--- src/rtl/ecc_apb_if.sv ---
// APB3 bus bundle for the ECC controller register bank.
// Valid/ready: a transfer is valid when PSEL and PENABLE are both high; it
// completes on the rising edge where PREADY is also high. The master holds
// PADDR/PWRITE/PWDATA stable until that edge.
interface ecc_apb_if #(
  parameter int ADDR_W = 20,
  parameter int DATA_W = 32
) ();
  logic [ADDR_W-1:0] PADDR;
  logic              PSEL;
  logic              PENABLE;
  logic              PWRITE;
  logic [DATA_W-1:0] PWDATA;
  logic [DATA_W-1:0] PRDATA;
  logic              PREADY;

  modport master (
    output PADDR, PSEL, PENABLE, PWRITE, PWDATA,
    input  PRDATA, PREADY
  );

  modport slave (
    input  PADDR, PSEL, PENABLE, PWRITE, PWDATA,
    output PRDATA, PREADY
  );
endinterface

--- src/rtl/ecc_apb_ctrl.sv ---
// APB register bank and sequencer for the ECC encoder/decoder core.
// Holds operands, starts the core, waits for its result (with a watchdog),
// and stores results in a small queue read back through RESULT.
module ecc_apb_ctrl #(
  parameter int AMBA_WORD       = 32,
  parameter int AMBA_ADDR_WIDTH = 20,
  parameter int DATA_WIDTH      = 32,
  parameter int RES_DEPTH       = 4,
  parameter int TIMEOUT         = 64
) (
  input  logic                  clk,
  input  logic                  rst,
  ecc_apb_if.slave              apb,
  output logic                  core_start,
  output logic [1:0]            core_mode,
  output logic [DATA_WIDTH-1:0] core_data_in,
  output logic [DATA_WIDTH-1:0] core_noise,
  output logic [1:0]            core_cw_width,
  input  logic                  core_done,
  input  logic [DATA_WIDTH-1:0] core_data_out,
  input  logic [1:0]            core_nof,
  output logic                  operation_done,
  output logic                  irq,
  output logic [1:0]            fsm_state
);

  localparam int PTR_W = $clog2(RES_DEPTH);
  localparam int CNT_W = PTR_W + 1;
  localparam int TMO_W = $clog2(TIMEOUT + 1);
  localparam int ENT_W = DATA_WIDTH + 2;

  typedef enum logic [1:0] {
    S_IDLE  = 2'd0,
    S_ISSUE = 2'd1,
    S_WAIT  = 2'd2,
    S_PUSH  = 2'd3
  } state_t;

  state_t               state;
  logic [TMO_W-1:0]     wait_cnt;

  logic [1:0]           mode_r;
  logic                 irq_en_r;
  logic [AMBA_WORD-1:0] data_in_r;
  logic [AMBA_WORD-1:0] cw_r;
  logic [AMBA_WORD-1:0] noise_r;
  logic                 rej_r;
  logic                 tmo_r;
  logic                 irq_r;

  logic [ENT_W-1:0]     mem [RES_DEPTH];
  logic [PTR_W-1:0]     wr_ptr;
  logic [PTR_W-1:0]     rd_ptr;
  logic [CNT_W-1:0]     count;

  logic [2:0]           offset;
  logic                 access;
  logic                 stall;
  logic                 xfer;
  logic                 wr;
  logic                 rd;
  logic                 empty;
  logic                 full;
  logic                 start_req;
  logic                 push;
  logic                 pop;
  logic                 tmo_set;
  logic [1:0]           nof_store;
  logic [ENT_W-1:0]     head;
  logic [AMBA_WORD-1:0] status;
  logic [AMBA_WORD-1:0] rdata;
  logic                 unused_addr;

  assign offset    = apb.PADDR[4:2];
  assign access    = apb.PSEL & apb.PENABLE;
  // Operand/control writes are held off while an operation is in flight.
  assign stall     = apb.PWRITE & (offset <= 3'd3) & (state != S_IDLE);
  assign xfer      = access & ~stall;
  assign wr        = xfer & apb.PWRITE;
  assign rd        = xfer & ~apb.PWRITE;
  assign apb.PREADY = xfer;

  assign empty     = (count == '0);
  assign full      = (count == CNT_W'(RES_DEPTH));
  assign start_req = wr & (offset == 3'd0) & apb.PWDATA[2];
  assign push      = (state == S_WAIT) & core_done;
  assign pop       = rd & (offset == 3'd5) & ~empty;
  assign tmo_set   = (state == S_WAIT) & ~core_done & (wait_cnt == TMO_W'(TIMEOUT - 1));
  assign nof_store = (core_mode == 2'b00) ? 2'b00 : core_nof;
  assign head      = mem[rd_ptr];

  assign irq         = irq_r;
  assign fsm_state   = state;
  assign unused_addr = ^{apb.PADDR[AMBA_ADDR_WIDTH-1:5], apb.PADDR[1:0]};

  // STATUS word assembled from queue and sticky flags.
  always_comb begin
    status             = '0;
    status[0]          = (state != S_IDLE);
    status[1]          = empty;
    status[2]          = full;
    status[3]          = rej_r;
    status[4]          = tmo_r;
    status[9:8]        = empty ? 2'b00 : head[ENT_W-1 -: 2];
    status[16 +: CNT_W] = count;
  end

  // Read mux, driven only during a read access phase.
  always_comb begin
    rdata = '0;
    if (access && !apb.PWRITE) begin
      case (offset)
        3'd0: begin
          rdata[1:0] = mode_r;
          rdata[3]   = irq_en_r;
        end
        3'd1: rdata = data_in_r;
        3'd2: rdata = cw_r;
        3'd3: rdata = noise_r;
        3'd4: rdata = status;
        3'd5: if (!empty) rdata[DATA_WIDTH-1:0] = head[DATA_WIDTH-1:0];
        default: rdata = '0;
      endcase
    end
  end
  assign apb.PRDATA = rdata;

  // Register file, sticky reject/timeout flags and the interrupt line.
  always_ff @(posedge clk or negedge rst) begin
    if (!rst) begin
      mode_r    <= '0;
      irq_en_r  <= 1'b0;
      data_in_r <= '0;
      cw_r      <= '0;
      noise_r   <= '0;
      rej_r     <= 1'b0;
      tmo_r     <= 1'b0;
      irq_r     <= 1'b0;
    end else begin
      if (wr) begin
        case (offset)
          3'd0: begin
            mode_r   <= apb.PWDATA[1:0];
            irq_en_r <= apb.PWDATA[3];
          end
          3'd1: data_in_r <= apb.PWDATA;
          3'd2: cw_r      <= apb.PWDATA;
          3'd3: noise_r   <= apb.PWDATA;
          default: ;
        endcase
      end
      if (start_req && full)
        rej_r <= 1'b1;
      else if (wr && offset == 3'd4 && apb.PWDATA[3])
        rej_r <= 1'b0;
      if (tmo_set)
        tmo_r <= 1'b1;
      else if (wr && offset == 3'd4 && apb.PWDATA[4])
        tmo_r <= 1'b0;
      irq_r <= irq_en_r & (~empty | rej_r | tmo_r);
    end
  end

  // Sequencer: start the core, wait for done or watchdog, then push.
  always_ff @(posedge clk or negedge rst) begin
    if (!rst) begin
      state          <= S_IDLE;
      wait_cnt       <= '0;
      core_start     <= 1'b0;
      core_mode      <= '0;
      core_data_in   <= '0;
      core_noise     <= '0;
      core_cw_width  <= '0;
      operation_done <= 1'b0;
    end else begin
      core_start     <= 1'b0;
      operation_done <= 1'b0;
      case (state)
        S_IDLE: begin
          if (start_req && !full) begin
            // Mode comes straight from the bus: the CTRL register updates on this same edge.
            state         <= S_ISSUE;
            core_start    <= 1'b1;
            core_mode     <= apb.PWDATA[1:0];
            core_data_in  <= data_in_r[DATA_WIDTH-1:0];
            core_noise    <= noise_r[DATA_WIDTH-1:0];
            core_cw_width <= cw_r[1:0];
          end
        end
        S_ISSUE: begin
          wait_cnt <= '0;
          state    <= S_WAIT;
        end
        S_WAIT: begin
          if (core_done) begin
            state          <= S_PUSH;
            operation_done <= 1'b1;
          end else if (tmo_set) begin
            state <= S_IDLE;
          end else begin
            wait_cnt <= wait_cnt + 1'b1;
          end
        end
        S_PUSH: state <= S_IDLE;
        default: state <= S_IDLE;
      endcase
    end
  end

  // Result queue: push from the core, pop on RESULT reads; both may happen together.
  always_ff @(posedge clk or negedge rst) begin
    if (!rst) begin
      wr_ptr <= '0;
      rd_ptr <= '0;
      count  <= '0;
      for (int i = 0; i < RES_DEPTH; i++) mem[i] <= '0;
    end else begin
      if (push) begin
        mem[wr_ptr] <= {nof_store, core_data_out};
        wr_ptr      <= wr_ptr + 1'b1;
      end
      if (pop) rd_ptr <= rd_ptr + 1'b1;
      case ({push, pop})
        2'b10:   count <= count + 1'b1;
        2'b01:   count <= count - 1'b1;
        default: count <= count;
      endcase
    end
  end

endmodule

--- src/flat_wrapper.sv ---
// flat-port wrapper written by rule: the top's interface ports become plain ports
module ecc_apb_ctrl_flat 
#(
  parameter int AMBA_WORD       = 32,
  parameter int AMBA_ADDR_WIDTH = 20,
  parameter int DATA_WIDTH      = 32,
  parameter int RES_DEPTH       = 4,
  parameter int TIMEOUT         = 64
)
  (clk, rst, core_start, core_mode, core_data_in, core_noise, core_cw_width, core_done, core_data_out, core_nof, operation_done, irq, fsm_state, apb_PADDR, apb_PSEL, apb_PENABLE, apb_PWRITE, apb_PWDATA, apb_PRDATA, apb_PREADY);
  ecc_apb_if #(.ADDR_W((20)), .DATA_W((32))) apb_i ();
  input  logic clk;
  input  logic rst;
  output logic core_start;
  output logic [1:0] core_mode;
  output logic [DATA_WIDTH-1:0] core_data_in;
  output logic [DATA_WIDTH-1:0] core_noise;
  output logic [1:0] core_cw_width;
  input  logic core_done;
  input  logic [DATA_WIDTH-1:0] core_data_out;
  input  logic [1:0] core_nof;
  output logic operation_done;
  output logic irq;
  output logic [1:0] fsm_state;
  input wire logic [$bits(apb_i.PADDR)-1:0] apb_PADDR;
  input wire logic [$bits(apb_i.PSEL)-1:0] apb_PSEL;
  input wire logic [$bits(apb_i.PENABLE)-1:0] apb_PENABLE;
  input wire logic [$bits(apb_i.PWRITE)-1:0] apb_PWRITE;
  input wire logic [$bits(apb_i.PWDATA)-1:0] apb_PWDATA;
  output wire logic [$bits(apb_i.PRDATA)-1:0] apb_PRDATA;
  output wire logic [$bits(apb_i.PREADY)-1:0] apb_PREADY;
  assign apb_i.PADDR = apb_PADDR;
  assign apb_i.PSEL = apb_PSEL;
  assign apb_i.PENABLE = apb_PENABLE;
  assign apb_i.PWRITE = apb_PWRITE;
  assign apb_i.PWDATA = apb_PWDATA;
  assign apb_PRDATA = apb_i.PRDATA;
  assign apb_PREADY = apb_i.PREADY;
  ecc_apb_ctrl #(.AMBA_WORD(AMBA_WORD), .AMBA_ADDR_WIDTH(AMBA_ADDR_WIDTH), .DATA_WIDTH(DATA_WIDTH), .RES_DEPTH(RES_DEPTH), .TIMEOUT(TIMEOUT)) u_core (.clk(clk), .rst(rst), .apb(apb_i), .core_start(core_start), .core_mode(core_mode), .core_data_in(core_data_in), .core_noise(core_noise), .core_cw_width(core_cw_width), .core_done(core_done), .core_data_out(core_data_out), .core_nof(core_nof), .operation_done(operation_done), .irq(irq), .fsm_state(fsm_state));
endmodule
--- config.mk ---
export PLATFORM = sky130hd
export DESIGN_NAME = ecc_apb_ctrl_flat
export DESIGN_NICKNAME = d
export VERILOG_FILES = /design/src/rtl/ecc_apb_if.sv /design/src/rtl/ecc_apb_ctrl.sv /design/src/flat_wrapper.sv
export SDC_FILE = /design/constraint.sdc
export NUM_CORES = 1
export LEC_CHECK = 0
export CORE_MARGIN = 3
export CORE_UTILIZATION = 55
export CTS_CLUSTER_SIZE = 10
export DETAILED_ROUTE_END_ITERATION = 16
export PLACE_DENSITY = 0.78
export SETUP_SLACK_MARGIN = 0.15
export SLEW_MARGIN = 30
export SYNTH_ARGS = -nofsm -noshare
export SYNTH_HDL_FRONTEND = slang
export SYNTH_SLANG_ARGS = --single-unit
--- constraint.sdc ---
create_clock -name clk -period 2.63 [get_ports clk]
set_input_delay 0.526 -clock clk [delete_from_list [all_inputs] [get_ports clk]]
set_output_delay 0.526 -clock clk [all_outputs]
set_load 0.02 [all_outputs]
# After elaboration in Yosys (flattened, before gate mapping)
# Cells that the tools add are included.
# classes
n_addsub,5
order_cmp,4
eq_ne,16
muxes,30
bitwise_logic,22
n_reduce_logical,25
# ops
operator,n
one-hot mux 28 bit (5 select lines),1
bitwise mux 136 bit,1
two-way mux 34 bit,3
binary-select mux 34 bit (select 2 bit),1
demux 34 bit (select 2 bit),1
two-way mux 32 bit,2
bitwise AND 1 bit,14
two-way mux 7 bit,2
one-hot mux 7 bit (2 select lines),1
one-hot mux 2 bit (6 select lines),1
AND reduction 2 bit,6
two-way mux 2 bit,5
nonzero test 2 bit,5
"== test 3 bit, second input constant",3
two-way mux 1 bit,8
one-hot mux 2 bit (4 select lines),1
"adder 7 x 1 -> 7 bit, second input constant",1
"== test 7 x 6 -> 1 bit, second input constant",1
logical AND 1 bit,7
"== test 2 bit, second input constant",3
"== test 3 x 2 -> 1 bit, second input constant",2
"greater-or-equal comparator 3 bit, second input constant",2
logical NOT 3 bit,2
inverter 2 -> 3 bit,2
18 further kinds,27
# word_totals
reg_bits,324
inputBits,92
output_inout_bits,106
elab_cells,125

# Depth between registers and ports, before layout
# Gate-level depths: netlist of the first run.
# depth
depth_word,11
ltp_mapped,11

# Worst setup path before layout of the first run
# No wires, ideal clock.
# synth_timing
path_type,input to output
from,input apb_PADDR[2]
to,output apb_PRDATA[16]
arrival_time_ps,1901
required_ps,2104
path_slack_ps,203
cell_stages,7
cell_sequence,clkbuf_1 buf_2 buf_2 mux2i_1 a211oi_1 a21oi_1 a21oi_1
# synth_between
elab_chain_len,3
# synth_lines
item,line,rtl
from (decl),flat_wrapper.sv:25,input wire logic [$bits(apb_i.PADDR)-1:0] apb_PADDR;
"== test 3 bit, or another cell as far along",ecc_apb_ctrl.sv:112,case (offset)
one-hot mux 28 bit (5 select lines) *,ecc_apb_ctrl.sv:112,
two-way mux 32 bit *,ecc_apb_ctrl.sv:111,if (access && !apb.PWRITE) begin
to (decl),flat_wrapper.sv:30,output wire logic [$bits(apb_i.PRDATA)-1:0] apb_PRDATA;
# Every way passes the cells marked *; elsewhere a longest branch is shown, timed or not.

# Worst setup path in the final report of the first run
# layout_timing
from,register u_core.rd_ptr[0]
to,output apb_PRDATA[1]
# layout_between
elab_chain_len,7
# layout_lines
item,line,rtl
from (decl),ecc_apb_ctrl.sv:53,logic [PTR_W-1:0] rd_ptr;
from (signal assigned),ecc_apb_ctrl.sv:222,if (pop) rd_ptr <= rd_ptr + 1'b1;
inverter 2 -> 3 bit (not written as such),ecc_apb_ctrl.sv:90,assign head = mem[rd_ptr];
binary-select mux 34 bit (select 2 bit),ecc_apb_ctrl.sv:90,
two-way mux 34 bit (not written as such) (2 in a row),ecc_apb_ctrl.sv:90,
two-way mux 32 bit,ecc_apb_ctrl.sv:121,3'd5: if (!empty) rdata[DATA_WIDTH-1:0] = head[DATA_WIDTH-1:0];
one-hot mux 2 bit (6 select lines),ecc_apb_ctrl.sv:112,
two-way mux 32 bit,ecc_apb_ctrl.sv:111,
# Every way passes these cells. The select of a mux whose other input is x is not followed.

==> results of run 1 <==
-- flip-flops by register name, summed over array words and instances, names as in the netlist --
signal	flops
u_core.noise_r	32
u_core.core_noise	32
u_core.wr_ptr	2
u_core.operation_done	1
u_core.fsm_state	2
u_core.cw_r	32
u_core.core_start	1
u_core.rd_ptr	2
u_core.mode_r	2
u_core.core_mode	2
u_core.rej_r	1
u_core.mem	136
u_core.wait_cnt	7
u_core.core_cw_width	2
u_core.tmo_r	1
u_core.core_data_in	32
u_core.count	3
u_core.data_in_r	32
u_core.irq	1
u_core.irq_en_r	1
-- repair_timing --
item,in CTS,in global routing
gates resized for setup,175,33
pin swaps,30,18
endpoints found under the setup margin,34,33
cloned,2,0
hold buffers,1,0
setup buffers,13,2
endpoints found under the hold margin,19,0
-- synthesized netlist by cell type (4+ instances only) --
cell      count
dfrtp_1     324
mux2_2      257
mux2_4       68
clkbuf_1     39
mux4_2       34
nor2_1       30
nand2_1      29
a22oi_1      25
a22o_1       22
o21ai_0      17
a21oi_1      11
mux2i_1       9
nand3_1       9
buf_12        7
inv_1         7
buf_2         6
ha_1          6
buf_1         5
nor2b_1       4
xnor2_1       4
-- worst min-delay path by stage --
| stage | start | to | slack (ns) | cells past startpoint |
|---|---|---|---|---|
| global placement | u_core.mem[67] | u_core.mem[67] | 0.46 | 2 |
| finish | u_core.mem[100] | u_core.mem[100] | 0.49 | 2 |
| detailed placement | u_core.mem[100] | u_core.mem[100] | 0.47 | 2 |
| floorplan | rst | u_core.core_cw_width[0] | 0.23 | 0 |
| CTS | u_core.mem[100] | u_core.mem[100] | 0.49 | 2 |
| global route | u_core.mem[64] | u_core.mem[64] | 0.50 | 1 |
-- worst reg2reg max path, cell delays in order, from the launching register on --
cell	delay (ns)
dfrtp_1	0.39
or3_4	0.42
and3_4	0.22
buf_12	0.16
and2_1	0.18
ha_1	0.22
inv_1	0.07
fa_1	0.18
xor2_1	0.14
nor2_1	0.06
xor2_1	0.14
-- routing by layer --
metal / share of wire / routed length, um / track usage / vias up
li1: - / - / - / 4079
met1: 0.43 / 15300 / 0.346 / 4791
met4: 0.023 / 823 / 0.0715 / 0
met2: 0.50 / 17900 / 0.423 / 250
met5: 0 / 0 / 0 / -
met3: 0.051 / 1830 / 0.0404 / 56
-- stage by stage --
step	area (sq um)	power [mW]	instances
after global placement	17300	12.2	1506
after floorplan	14600	10.6	965
after global routing	18700	18.6	1572
after detailed placement	17300	12.4	1506
after CTS	18600	17.6	1568
final	18700	17.7	1572
-- layout make-up --
cell class / instances / area share
Sequential cell: 324 / 0.433
Clock buffer: 46 / 0.0568
Inverter: 9 / 0.00187
Timing Repair Buffer: 289 / 0.152
Antenna cell: 2 / 0.000267
Multi-Input combinational cell: 572 / 0.335
Tap cell: 330 / 0.0220
-- power groups by stage --
stage / Sequential [mW] / Combinational [mW] / Clock, mW
after CTS: 7.49 / 5.42 / 4.74
final: 7.52 / 5.55 / 4.65
after global routing: 7.69 / 5.91 / 4.95
after detailed placement: 7.56 / 4.88 / 0
after global placement: 7.46 / 4.76 / 0
after floorplan: 7.32 / 3.24 / 0
-- cell families (layout without fill, tap and decap cells) --
group | after synthesis | after routing | synth area share
mux | 368 | 368 | 0.327
flops | 324 | 324 | 0.556
compound gates | 95 | 95 | 0.0472
simple gates | 95 | 95 | 0.0316
buf+inv | 69 | 344 | 0.0276
fa+ha+maj | 7 | 7 | 0.00652
xor+xnor | 7 | 7 | 0.00420
other cells | 0 | 2 | 0
==> impl_results.md, run 1 <==
* Final period util at 1.07
* Storage element area at 8110 sq um
* Cell Pwr Density at 945 nW/um^2
* Site Rows at 58
* Ys Warns at 0
* Peak VDD IR at 666 uV
* Layout cells sized above 1 at 0.478
* IO Port Bufs at 180
* Cell taking the most area after synthesis: dfrtp_1
* TritonCTS clock tree: yes
* Cell family with most CP delay: buffers and inverters
* Switch share at 0.283
* Min-delay worst type: reg2reg
* Main synth FF type: dfrtp_1
* Routed WL per cell at 22.8 um
* Worst Skew at 0.0102 ns
* Via count at 9176
* Most common cell after layout, fill and taps aside: dfrtp_1
* CTS Buf Count at 38
* Clock Power Share at 0.262
* Worst path required time at 2.10 ns
* RSZ-0062 raised after global routing: yes
* Worst Setup EP: apb_PRDATA[1]
* Filler cell count at 1656
* Critical-path cell list: buf_12 > buf_12 > buf_6 > mux4_2 > nand2_2 > a31oi_4 > buf_6 > buf_6
* TritonCTS Sinks at 324
* CP max stage cell: mux4_2
* Dpl hpwl at 24500 um
* Reg power frac at 0.425
* CP endpoint kind: primary output
* Max frequency at 355 MHz
* Core Area at 25600 sq um
* Setup violations, final at 31
* Pre-Repair DR Iteration Count at 4
* Status: finished, violations left
* Worst Tran Pin Value at 0.699 ns
* Post-synthesis cell type count at 54
* Initial DRC Count at 479
* Final nets at 1333
* Drt drc at 0
* Hold Slack at 0.491 ns
* Final RePlAce weighted congestion at 0.908
* Startpoint Class: flip-flop
* Comb pwr share at 0.313
* Failing checks: setup timing
* Top post-synthesis cells by area: dfrtp_1 56%, mux2_2 20%, mux2_4 7.0%
* Reg2reg end: u_core.count[2]
* Final setup margin at -0.185 ns
* Worst-path clk slew at 0.05 ns
* Die H at 169 um
* Stages on worst setup path at 8
* Critical Path AT at 2.29 ns
* Yosys top cell area share at 0.556
* Worst setup path startpoint: u_core.rd_ptr[0]
* Antenna Nets Post-Route at 0
* Clk Latency, worst-skew pair at 0.51 ns
* FF-to-FF path depth at 10
* Post-synth EDFFs at 0
* Max incr delay on CP at 0.47 ns
* Slew HR at 0.522
* Slew Limit Fails at 0
* P_sw at 5.02 mW
* Reg2Reg Setup Slack at 0.33 ns
* Die ar. at 28500 sq um
* Vias in the first global route at 9851
* Net Count, Synth at 1064
* Maximum buffer depth of the clock tree at 3
* Via density at 5.84
* Setup TNS at -2.89 ns
* I/O pins at 198
* GRT Residual Overflow at 0
* First-pass GRT wire length at 56200 um
* Initial antenna violation count at 2
* Syn Area/Cell at 15.1 sq um
* Pre-CTS setup slack at -0.655 ns
* Yosys reg bits at 324
* Overall global routing resource usage at 0.253
* Crit-path max FO at 6
* Sequential fraction of the synthesis area at 0.556
* Crit path kind: reg2out
* Internal power at 12.7 mW
* Cells after synthesis at 965
* Initial core utilization at 0.569
* WL final at 35900 um
* Crit path buf inv count at 5
* Area used by multi-input combinational logic at 6280 sq um
* Most frequent cells in the layout: 323 x dfrtp_1, 257 x mux2_2, 143 x clkdlybuf4s50_1, 87 x buf_4, 68 x mux2_4
* Largest net degree at the start of global routing at 71
* Reg2Reg Launch Point: u_core.count[0]
* Max Cap Violations at 0
* Final hold violations at 0
* Minimum clock period at 2.81 ns
* Final core occ at 0.732
* Area of the mapped netlist at 14600 sq um
* Die W at 169 um
* Leak pwr at 8.50 nW
* Clock root buffer: clkbuf_16
* Htree depth at 2
* Top cell by count, worst path: buf_6
* Async SR Flop Fraction at 1.00
* Area grow syn2layout at 28.5%
(Power assumes the default switching activity.)
==> inputs of run 2 (changes only) <==
==> constraint.sdc (replaced) <==
create_clock -name clk -period 2.63 [get_ports clk]
set_input_delay 0.3945 -clock clk [delete_from_list [all_inputs] [get_ports clk]]
set_output_delay 0.3945 -clock clk [all_outputs]
set_load 0.02 [all_outputs]
==> run 2 against run 1 <==
  * The run still ends with setup timing left
  * Cell area is 1.4% lower
  * Worst hold slack worse by 0.074 ns
  * Maximum frequency is 2.8% higher
  * Count of clock-buffer cells in the layout is 2 lower
  * Core utilization is 1.0 points lower
  * Non-clock buffer count is 20 lower
  * Wire length is 1.6% lower
  * Flip-flop and latch count stayed put
  * Critical path type unchanged
==> impl_results.md, run 2 (same netlist as run 1, synthesis figures left out) <==
* Status: finished, violations left
* Failing checks: setup timing
* DRT met1 WL at 15500 um (+1.1%)
* FF-to-FF path depth at 10 (unchanged)
* Top cell by count, worst path: buf_4
* Setup violations, final at 1 (-97%)
* TritonCTS Sinks at 324 (unchanged)
* Clk Latency, worst-skew pair at 0.52 ns (about the same)
* Largest register FFs at 136 (unchanged)
* Drt drc at 0 (unchanged)
* Final RePlAce weighted congestion at 0.879 (-3.2%)
* Most common cell after layout, fill and taps aside: dfrtp_1
* Startpoint Class: flip-flop
* Dpl hpwl at 23900 um (-2.3%)
* Die ar. at 28500 sq um (unchanged)
* CTS Buf Count at 38 (unchanged)
* CP endpoint kind: primary output
* Worst Skew at 0.0204 ns (+0.0103 ns)
* Routed WL per cell at 22.7 um (-0.40%)
* Uppermost layer routed: met4
* Final setup margin at -0.108 ns (+0.0765 ns)
* Cell Pwr Density at 935 nW/um^2 (-1.0%)
* Worst-path clk slew at 0.06 ns (about the same)
* Via density at 5.80 (-0.62%)
* WL met2 at 17200 um (-3.7%)
* Maximum buffer depth of the clock tree at 3 (unchanged)
* WL final at 35300 um (-1.6%)
* Met3 WL post-DR at 1690 um (-7.6%)
* Leak pwr at 8.36 nW (-1.6%)
* Max incr delay on CP at 0.51 ns (+0.04 ns)
* RSZ-0062 raised after global routing: yes
* Worst setup path startpoint: u_core.rd_ptr[0]
* Worst Setup EP: apb_PRDATA[0]
* Reg2Reg Setup Slack at 0.34 ns (about the same)
* Peak VDD IR at 589 uV (-12%)
* I/O pins at 198 (unchanged)
* Critical Path AT at 2.34 ns (+0.05 ns)
* Crit-path max FO at 7 (+1)
* Worst path required time at 2.24 ns (+0.14 ns)
* CP max stage cell: mux4_2
* Final nets at 1313 (-1.5%)
* Worst Tran Pin Value at 0.682 ns (-0.0170 ns)
* Placed instance area at 17200 sq um (-0.71%)
* Die H at 169 um (unchanged)
* Total power at 17.3 mW (-2.4%)
* Htree depth at 2 (unchanged)
* Site Rows at 58 (unchanged)
* Layout cells sized above 1 at 0.467 (-0.0114)
* Final period util at 1.04 (-0.0291)
* GRT Residual Overflow at 0 (unchanged)
* Die W at 169 um (unchanged)
* Hold Slack at 0.417 ns (-0.0736 ns)
* Reg2Reg Launch Point: u_core.count[2]
* Slew Limit Fails at 0 (unchanged)
* Crit path kind: reg2out
* Reg2reg end: u_core.count[2]
* Design area at 18500 sq um (-1.4%)
* Critical-path cell list: buf_4 > buf_12 > mux4_2 > a2bb2oi_1 > a21oi_1 > buf_4 > buf_2
* First-pass GRT wire length at 55600 um (-0.92%)
* Initial DRC Count at 598 (+25%)
* Pre-Repair DR Iteration Count at 4 (unchanged)
* Initial antenna violation count at 3 (+1)
* Clock root buffer: clkbuf_16
* Vias in the first global route at 9628 (-2.3%)
* Minimum clock period at 2.74 ns (-0.0765 ns)
* Final hold violations at 0 (unchanged)
* Max frequency at 365 MHz (+2.8%)
* Biggest register: u_core.mem
* Largest net degree at the start of global routing at 71 (unchanged)
* Max Cap Violations at 0 (unchanged)
* Pre-CTS setup slack at -0.382 ns (+0.273 ns)
* Initial core utilization at 0.569 (unchanged)
* Overall global routing resource usage at 0.249 (-0.00378)
* TritonCTS clock tree: yes
* IO Port Bufs at 180 (unchanged)
* Via count at 9009 (-1.8%)
* Antenna Nets Post-Route at 0 (unchanged)
* Most frequent cells in the layout: 323 x dfrtp_1, 257 x mux2_2, 143 x clkdlybuf4s50_1, 75 x buf_4, 68 x mux2_4
* Slew HR at 0.533 (+0.0116)
* Core Area at 25600 sq um (unchanged)
* Area grow syn2layout at 26.7%
* Min-delay worst type: in2async
## run 2: per-layer routing
metal / up-vias / track usage
li1: 4042 / -
met1: 4680 / 0.348
met2: 219 / 0.402
met3: 68 / 0.0462
met4: 0 / 0.0740
met5: - / 0
## run 2: stage by stage
stage	cells	utilization	setup TNS (ns)
final	1553	0.722	-0.108
after detailed placement	1491	0.671	-10.30
after floorplan	965	-	0
after global placement	1491	0.671	-9.61
after global routing	1553	0.722	-0.831
after CTS	1542	0.713	-0.0141
## run 2: worst min-delay path by stage
stage / startpoint / to / cells past startpoint
after floorplan: rst / u_core.core_cw_width[0] / 0
final: rst / u_core.mem[124] / 2
after global routing: rst / u_core.mem[124] / 2
after detailed placement: rst / u_core.mem[127] / 1
after global placement: rst / u_core.mem[59] / 1
after CTS: rst / u_core.mem[124] / 2
## run 2: worst max-delay path, delay by kind of cell (launching register included)
family	cells	cell delay (ns)
buf+inv	4	0.62
mux	1	0.51
flops	1	0.40
compound gates	2	0.32
## run 2: area by class of cell
type                       instances  area (sq um)
sequential                       324          8110
fill                            1677          7130
multi-input combinational        572          6260
timing repair buffer             269          2640
clock buffer                      44          1010
tap                              330           413
inverter                           9          35.0
antenna                            4          10.0
clock inverter                     1          8.76
## run 2: what timing repair did
action                                  4_1_cts  5_1_grt
resized for setup                           169       35
hold buffers                                  1        0
endpoints found under the setup margin       33       32
endpoints found under the hold margin        52        0
setup buffers                                 5        6
cloned                                        0        1
pin swaps                                    13       22
## run 2: power by group
| group | internal [mW] | leakage [nW] | switching (mW) |
|---|---|---|---|
| registers | 6.59 | 4.20 | 0.942 |
| logic | 3.10 | 3.65 | 2.13 |
| clock network | 2.68 | 0.503 | 1.85 |
==> inputs of run 3 (changes only) <==
- SKIP_CTS_REPAIR_TIMING: unset -> 1
==> run 3 against run 2 <==
  * The run still ends with setup timing left
  * Clock skew shrank 0.0020 ns
  * Combinational power shrank 5.4%
  * Wire length shrank 1.8%
  * Maximum frequency grew 1.5%
  * Sequential share of layout area grew 0.16 points
  * Critical path depth shrank 1
  * Sequential power is essentially flat
  * Count of clock-buffer cells in the layout is the same
==> impl_results.md, run 3 (same netlist as run 1, synthesis figures left out) <==
* Status: finished, violations left
* Failing checks: setup timing
* First-pass GRT wire length at 55100 um (-1.0%)
* Clock root buffer: clkbuf_16
* Layout cells sized above 1 at 0.442 (-0.0245)
* Min-delay worst type: in2async
* Minimum clock period at 2.70 ns (-0.0413 ns)
* TritonCTS clock tree: yes
* GRT Residual Overflow at 0 (unchanged)
* Largest net degree at the start of global routing at 71 (unchanged)
* Leak pwr at 8.54 nW (+2.2%)
* TritonCTS Sinks at 324 (unchanged)
* Critical Path AT at 2.30 ns (-0.04 ns)
* Area used by multi-input combinational logic at 6190 sq um (-1.1%)
* I/O pins at 198 (unchanged)
* Die ar. at 28500 sq um (unchanged)
* Largest register FFs at 136 (unchanged)
* Htree depth at 2 (unchanged)
* Storage element area at 8110 sq um (unchanged)
* Drt drc at 0 (unchanged)
* Cell Pwr Density at 924 nW/um^2 (-1.2%)
* Maximum buffer depth of the clock tree at 3 (unchanged)
* Peak VDD IR at 554 uV (-5.9%)
* Overall global routing resource usage at 0.246 (-0.00256)
* Total power at 17.0 mW (-1.6%)
* Die W at 169 um (unchanged)
* RSZ-0062 raised after global routing: yes
* Pre-CTS setup slack at -0.382 ns (unchanged)
* WL final at 34700 um (-1.8%)
* Worst-path clk slew at 0.06 ns (about the same)
* Area grow syn2layout at 26.3%
* Site Rows at 58 (unchanged)
* Final setup margin at -0.0671 ns (+0.0413 ns)
* Final period util at 1.03 (-0.0157)
* Max frequency at 371 MHz (+1.5%)
* Most common cell after layout, fill and taps aside: dfrtp_1
* Worst Tran Pin Value at 0.682 ns (-0.0000000596 ns)
* CTS Buf Count at 38 (unchanged)
* Reg2Reg Setup Slack at 0.35 ns (about the same)
* Final RePlAce weighted congestion at 0.879 (unchanged)
* Via density at 5.78 (-0.33%)
* Biggest register: u_core.mem
* Slew Limit Fails at 0 (unchanged)
* Vias in the first global route at 9528 (-1.0%)
* Final hold violations at 0 (unchanged)
* Crit path kind: reg2out
* Final nets at 1306 (-0.53%)
* Clk Latency, worst-skew pair at 0.51 ns (about the same)
* Filler cell count at 1678 (+0.060%)
* Most frequent cells in the layout: 323 x dfrtp_1, 257 x mux2_2, 143 x clkdlybuf4s50_1, 70 x buf_4, 68 x mux2_4
* Routed WL per cell at 22.4 um (-1.3%)
* Initial core utilization at 0.569 (unchanged)
* Worst Skew at 0.0184 ns (-0.00201 ns)
* Via count at 8933 (-0.84%)
* Die H at 169 um (unchanged)
* Pre-Repair DR Iteration Count at 5 (+1)
* IO Port Bufs at 180 (unchanged)
* Worst path required time at 2.24 ns (about the same)
* Core Area at 25600 sq um (unchanged)
* Startpoint Class: flip-flop
* Dpl hpwl at 23900 um (unchanged)
* Max Cap Violations at 0 (unchanged)
* Initial antenna violation count at 3 (unchanged)
* Setup violations, final at 9 (+8)
* Initial DRC Count at 592 (-1.0%)
* Hold Slack at 0.393 ns (-0.0239 ns)
* Antenna Nets Post-Route at 0 (unchanged)
* Slew HR at 0.533 (unchanged)
* Crit-path max FO at 7 (unchanged)
* CP endpoint kind: primary output
-- run 3: cell count changes in the layout (fill, tap and decap cells not counted), moves of 5 or more --
cell            change
a22oi_1             +9
a22oi_2             -9
buf_2              -12
buf_4               -5
buf_6               -5
dlymetal6s2s_1     +16
-- run 3: final cells by class --
| class | count | area share |
|---|---|---|
| antenna | 3 | 0.000408 |
| clock buffer | 44 | 0.0551 |
| clock inverter | 1 | 0.000475 |
| inverter | 9 | 0.00183 |
| multi-input combinational | 572 | 0.336 |
| sequential | 324 | 0.440 |
| tap | 330 | 0.0224 |
| timing repair buffer | 262 | 0.144 |
-- run 3: worst paths after layout --
| kind | start | endpoint | cells after the start |
|---|---|---|---|
| min in group clk | u_core.mem[67] | u_core.mem[67] | 2 |
| max in group asynchronous | rst | u_core.data_in_r[0] | 3 |
| hold reg to reg | u_core.mem[67] | u_core.mem[67] | 2 |
| hold / removal | rst | u_core.mem[124] | 2 |
| setup reg to reg | u_core.count[0] | u_core.count[2] | 10 |
| setup / recovery | u_core.rd_ptr[0] | apb_PRDATA[0] | 6 |
-- run 3: worst max-delay path, cell delays in order (launching register included) --
cell            delay (ns)
dfrtp_2               0.50
buf_8                 0.19
mux4_2                0.50
a2bb2oi_1             0.15
a21oi_1               0.09
buf_4                 0.16
dlymetal6s2s_1        0.20
-- run 3: layer usage --
layer	wire length, um	GRT usage	vias up
li1	-	-	4027
met1	15300	0.349	4628
met2	16800	0.396	220
met3	1740	0.0430	58
met4	812	0.0733	0
met5	0	0	-
-- run 3: power breakdown --
part,internal (mW),switching (mW)
Sequential,6.59,0.954
Combinational,2.95,2.00
Clock,2.68,1.85
-- run 3: per-stage QoR --
step | util | area [sq um] | instances | TNS (ns)
floorplan | - | 14600 | 965 | 0
global placement | 0.671 | 17200 | 1491 | -9.61
detailed placement | 0.671 | 17200 | 1491 | -10.30
CTS | 0.711 | 18200 | 1536 | -11.47
global route | 0.719 | 18400 | 1545 | -1.38
finish | 0.719 | 18400 | 1545 | -0.266
